`config.mk`:
```
export PLATFORM = sky130hd
export DESIGN_NAME = sequence_pattern_generator
export DESIGN_NICKNAME = d
export VERILOG_FILES = /design/src/rtl/sequence_pattern_generator.sv
export SDC_FILE = /design/constraint.sdc
export NUM_CORES = 1
export LEC_CHECK = 0
export ABC_AREA = 1
export ABC_CLOCK_PERIOD_IN_PS = 2300
export BUFFER_PORTS_ARGS = -buffer_cell sky130_fd_sc_hd__buf_2
export CORE_ASPECT_RATIO = 1.5
export CORE_MARGIN = 2
export CORE_UTILIZATION = 55
export CTS_CLUSTER_DIAMETER = 40
export DETAILED_ROUTE_END_ITERATION = 7
export PLACE_DENSITY = 0.82
export SETUP_SLACK_MARGIN = 0.4
export SLEW_MARGIN = 30
export SYNTH_ARGS = -nofsm -noshare
export SYNTH_HDL_FRONTEND = slang
export SYNTH_SLANG_ARGS = --single-unit
```
`constraint.sdc`:
```
create_clock -name clk -period 2.3 [get_ports clk]
set_input_delay 0.23 -clock clk [delete_from_list [all_inputs] [get_ports clk]]
set_output_delay 0.23 -clock clk [all_outputs]
set_load 0.05 [all_outputs]
```
`src/rtl/sequence_pattern_generator.sv`:
```
// Serial LSB-first bit-stream source with valid/ready load, programmable length, repeat and abort.
// Optional trailing even-parity bit when SEQGEN_PARITY_EN is defined.
module sequence_pattern_generator #(
    parameter int unsigned WIDTH    = 20,
    parameter int unsigned CNT_W    = 5,
    parameter logic        IDLE_BIT = 1'b0
) (
    input  logic             clk,
    input  logic             reset,
    input  logic             load_valid,
    output logic             load_ready,
    input  logic [WIDTH-1:0] load_data,
    input  logic [CNT_W-1:0] load_len,
    input  logic             repeat_en,
    input  logic             stop,
    output logic             out,
    output logic             out_valid,
    output logic             busy,
    output logic             done
);

`ifdef SEQGEN_PARITY_EN
    typedef enum logic [1:0] {StIdle, StShift, StParity} state_e;
`else
    typedef enum logic [0:0] {StIdle, StShift} state_e;
`endif

    state_e           state_q, state_d;
    logic [WIDTH-1:0] shift_q, shift_d;
    logic [WIDTH-1:0] hold_q, hold_d;
    logic [CNT_W-1:0] len_q, len_d;
    logic [CNT_W-1:0] cnt_q, cnt_d;
    logic             out_q, out_d;
    logic             valid_q, valid_d;
    logic             busy_q, busy_d;
    logic             done_q, done_d;
`ifdef SEQGEN_PARITY_EN
    logic             par_q, par_d;
`endif

    logic [CNT_W-1:0] eff_len;
    logic [WIDTH-1:0] src_word;
    logic [CNT_W-1:0] src_len;
    logic             bit_end;
    logic             last_bit;
    logic             accept;
    logic             reload;

    assign eff_len = (load_len == '0 || load_len > CNT_W'(WIDTH)) ? CNT_W'(WIDTH) : load_len;

    // bit_end marks the final data bit; last_bit is the cycle where the word truly completes
    assign bit_end = (state_q == StShift) && (cnt_q == CNT_W'(1));
`ifdef SEQGEN_PARITY_EN
    assign last_bit = (state_q == StParity);
`else
    assign last_bit = bit_end;
`endif

    assign load_ready = !reset && !stop && ((state_q == StIdle) || (last_bit && !repeat_en));
    assign accept     = load_valid && load_ready;
    assign reload     = !stop && last_bit && repeat_en;
    assign src_word   = accept ? load_data : hold_q;
    assign src_len    = accept ? eff_len : len_q;

    always_ff @(posedge clk or posedge reset) begin
        if (reset) begin
            state_q <= StIdle;
            shift_q <= '0;
            hold_q  <= '0;
            len_q   <= '0;
            cnt_q   <= '0;
            out_q   <= IDLE_BIT;
            valid_q <= 1'b0;
            busy_q  <= 1'b0;
            done_q  <= 1'b0;
`ifdef SEQGEN_PARITY_EN
            par_q   <= 1'b0;
`endif
        end else begin
            state_q <= state_d;
            shift_q <= shift_d;
            hold_q  <= hold_d;
            len_q   <= len_d;
            cnt_q   <= cnt_d;
            out_q   <= out_d;
            valid_q <= valid_d;
            busy_q  <= busy_d;
            done_q  <= done_d;
`ifdef SEQGEN_PARITY_EN
            par_q   <= par_d;
`endif
        end
    end

    always_comb begin
        state_d = state_q;
        if (stop) begin
            state_d = StIdle;
        end else begin
            unique case (state_q)
                StIdle: begin
                    if (accept) state_d = StShift;
                end
                StShift: begin
                    if (bit_end) begin
`ifdef SEQGEN_PARITY_EN
                        state_d = StParity;
`else
                        state_d = (reload || accept) ? StShift : StIdle;
`endif
                    end
                end
`ifdef SEQGEN_PARITY_EN
                StParity: begin
                    state_d = (reload || accept) ? StShift : StIdle;
                end
`endif
                default: state_d = StIdle;
            endcase
        end
    end

    always_comb begin
        shift_d = shift_q;
        hold_d  = hold_q;
        len_d   = len_q;
        cnt_d   = cnt_q;
        out_d   = IDLE_BIT;
        valid_d = 1'b0;
        busy_d  = 1'b0;
        done_d  = 1'b0;
`ifdef SEQGEN_PARITY_EN
        par_d   = par_q;
`endif
        if (!stop) begin
            if (accept || reload) begin
                hold_d  = src_word;
                len_d   = src_len;
                out_d   = src_word[0];
                shift_d = src_word >> 1;
                cnt_d   = src_len;
                valid_d = 1'b1;
                busy_d  = 1'b1;
`ifdef SEQGEN_PARITY_EN
                par_d   = src_word[0];
`else
                done_d  = (src_len == CNT_W'(1));
`endif
            end else if (state_q == StShift && !bit_end) begin
                out_d   = shift_q[0];
                shift_d = shift_q >> 1;
                cnt_d   = cnt_q - CNT_W'(1);
                valid_d = 1'b1;
                busy_d  = 1'b1;
`ifdef SEQGEN_PARITY_EN
                par_d   = par_q ^ shift_q[0];
`else
                done_d  = (cnt_q == CNT_W'(2));
`endif
            end
`ifdef SEQGEN_PARITY_EN
            else if (bit_end) begin
                out_d   = par_q;
                valid_d = 1'b1;
                busy_d  = 1'b1;
                done_d  = 1'b1;
            end
`endif
        end
    end

    assign out       = out_q;
    assign out_valid = valid_q;
    assign busy      = busy_q;
    assign done      = done_q;

endmodule
```
==> flow_summary.ini <==
[setup_path]
crit_start = cnt_q[1]
startpoint_type = register
slowest_stage = dfrtp_1
critPathKind = register to register
crit_cells = 9
cp_cell_sequence = inv_2, ha_4, inv_2, nor2_2, nand2_2, nand3_2, buf_4, o21ai_0, a21oi_2
reg2reg_from = cnt_q[1]
critical-path-max-stage-delay_ns = 0.42
critical_path_buf_inv_count = 3
path_delay_family = buffers and inverters
cpMostUsedCell = inv_2
path_max_fanout = 14
worstSetupEndpointType = register
worst_r2r_path_depth = 9
arrival_ns = 2.09
worstPathRequired_ns = 2.50

[power_and_ir_drop]
p_seq_frac = 0.485
internal_power_w = 0.00195
peakVddDrop_mv = 0.841
clkPwrFrac = 0.224
switching_power_w = 0.000975
combPwrFrac = 0.291
p_leak_nw = 1.52
p_sw_frac = 0.333
p_per_area_nw_per_um2 = 969

[sta]
worst_slew_pin_slew_ns = 0.653
finalCriticalPeriod_ns = 1.89
slew_viol_final = 0
finClkSkew_ns = 0.0102
whs_ns = 0.128
slew_headroom = 0.565
hold_violations = 0
fmax_ghz = 0.529
finalSetupViolations = 0
final.setup.tns_ns = 0
timing.final.crit_share = 0.822
rsz0062_at_grt = true

[cells_and_area]
finalNetCount = 373
final_util = 0.712
syn2layout_area_growth_pct = 23.4
drive_gt1_frac = 0.270
fillers = 334
instances_no_fill = 387
antenna_cells = 0
stdcell_area_um2 = 3020

[clocking]
tritoncts = yes
numClockSinks = 53
cts_hold_buf = 0
clkSlewWorstSetupHoldPaths_ns = 0.09
cts_max_level = 2
clk_path_buf_depth = 2
numCtsBuffers = 5
clock-root-buffer = clkbuf_8
clk_latency_ns = 0.31

[floorplanning]
io_pins = 35
start_util = 0.577
die-area_um2 = 5010
core_area_um2 = 4250
rows = 29
dieHeight_um = 85.7
fp.dieW_um = 58.5

[synth]
synth_top_area_share = 0.542
syn_inst = 292
yosys-top-cells-area = dfrtp_1 (54%), nand2_1 (17%), nor2_1 (4.8%)
synthFlopType = dfrtp_1
synth_enable_flop_cells = 0
seq_area_frac_synth = 0.542
async_reset_ff_frac = 1.00
synth_most_common_cell = nand2_1
ys_ff_latch = 53
synth_nets = 325
synth_top_area_cell = dfrtp_1
synthTopCellsByCount = nand2_1 (108), dfrtp_1 (53), nor2_1 (31), inv_1 (16), o21ai_0 (16)
yosysWarningCount = 0
synth.distinct_cells = 27
netlist_area_um2 = 2450
avgSynthCellArea_um2 = 8.39

[global_routing]
overflow = 0
grt_max_degree = 54
grt_pass1_wl_um = 7970
grt_pass1_vias = 1872
track_usage = 0.209
antenna_found_initial = 0

[routing]
dr.first_iter.drc_count = 84
dr.pass1.iters = 4
routedWlPerCell_um = 14.7
postRouteAntennaNets = 0
finalWirelength_um = 5680
route.detailed.drc = 0
vias_per_cell = 5.28
num_vias = 2044

[placed_design]
place_area_um2 = 2620
placed_cells = 363
io_buffers = 34
gp_congestion = 0.837
dp_hpwl_um = 3120

[run_status]
status = completed

[job]
maxCapViolCount = 0

[hold_path]
hp-start = load_data[17]
hold_depth = 3
hold_path.class = primary input to register
-- power groups by stage --
stage | logic (W) | registers [W] | clock network [W]
2_1_floorplan | 0.000574 | 0.00140 | 0
3_3_place_gp | 0.000693 | 0.00141 | 0
3_5_place_dp | 0.000711 | 0.00142 | 0
4_1_cts | 0.000726 | 0.00140 | 0.000661
5_1_grt | 0.000970 | 0.00145 | 0.000696
6_report | 0.000852 | 0.00142 | 0.000657
-- layout by cell type, fill, tap and decap left out, types with 3 or more instances in the layout --
master and instances:
inv_2 3, nand2_4 3, a21oi_1 11, nand2_8 3
buf_2 33, buf_6 4, clkbuf_8 6, xor2_1 3
buf_4 12, inv_1 12, a31oi_1 10, o21ai_1 7
nor2_1 29, nand3_1 6, o21ai_0 11, nand2_2 10
nand3_2 4, dfrtp_1 53, nand2_1 98, nor2_2 3
-- worst min-delay path, delay by kind of cell --
kind          cells  cell delay (ns)
buf+inv           1             0.07
simple gates      2             0.10
-- timing repair --
item | in CTS | in global routing
buffers inserted | 1 | 9
cloned | 0 | 6
pin swaps | 1 | 17
resized for setup | 5 | 34
endpoints found under the setup margin | 24 | 28
-- worst paths after layout --
kind | slack, ns | to
max in group asynchronous | 1.71 | hold_q[11]
setup reg to reg | 0.41 | shift_q[7]
setup / recovery | 0.41 | shift_q[7]
min in group asynchronous | 0.14 | len_q[1]
hold reg to reg | 0.48 | hold_q[15]
hold / removal | 0.13 | hold_q[17]
-- cells by family (layout without fill, tap and decap cells) --
| group | count (synthesis) | count (layout) | share of synthesized area |
|---|---|---|---|
| buffers and inverters | 31 | 77 | 0.0674 |
| adder cells (fa/ha/maj) | 3 | 3 | 0.0153 |
| AND/OR/NAND/NOR | 160 | 163 | 0.273 |
| flip-flops | 53 | 53 | 0.542 |
| XOR/XNOR | 3 | 3 | 0.0107 |
| AO/OA/AOI/OAI | 42 | 42 | 0.0920 |
-- metal layers --
layer | vias to the layer above | part of all wire | track usage
met3 | 7 | 0.040 | 0.0407
met4 | 0 | 0.018 | 0.0825
li1 | 1022 | - | -
met2 | 43 | 0.54 | 0.360
met1 | 972 | 0.41 | 0.253
met5 | - | 0 | 0
-- flip-flops by register name (all words and copies together), names as in the netlist --
name	count
busy	1
cnt_q	5
done	1
hold_q	20
len_q	5
out	1
shift_q	19
state_q	1
-- per-stage QoR --
| step | setup slack [ns] | power (W) |
|---|---|---|
| final | 0.409 | 0.00293 |
| after global routing | 0.300 | 0.00312 |
| after detailed placement | 0.293 | 0.00213 |
| after floorplan | 0.292 | 0.00197 |
| after CTS | 0.403 | 0.00279 |
| after global placement | 0.348 | 0.00210 |
-- final cells by class --
type	count	area (um2)	share of cell area
sequential	53	1330	0.439
multi-input combinational	211	1090	0.360
timing repair buffer	51	345	0.114
clock buffer	7	86.3	0.0286
inverter	17	80.1	0.0265
tap	46	57.6	0.0190
clock inverter	1	30.0	0.00994
timing repair inverter	1	8.76	0.00290
No activity file was read; power rests on OpenSTA's default activity.
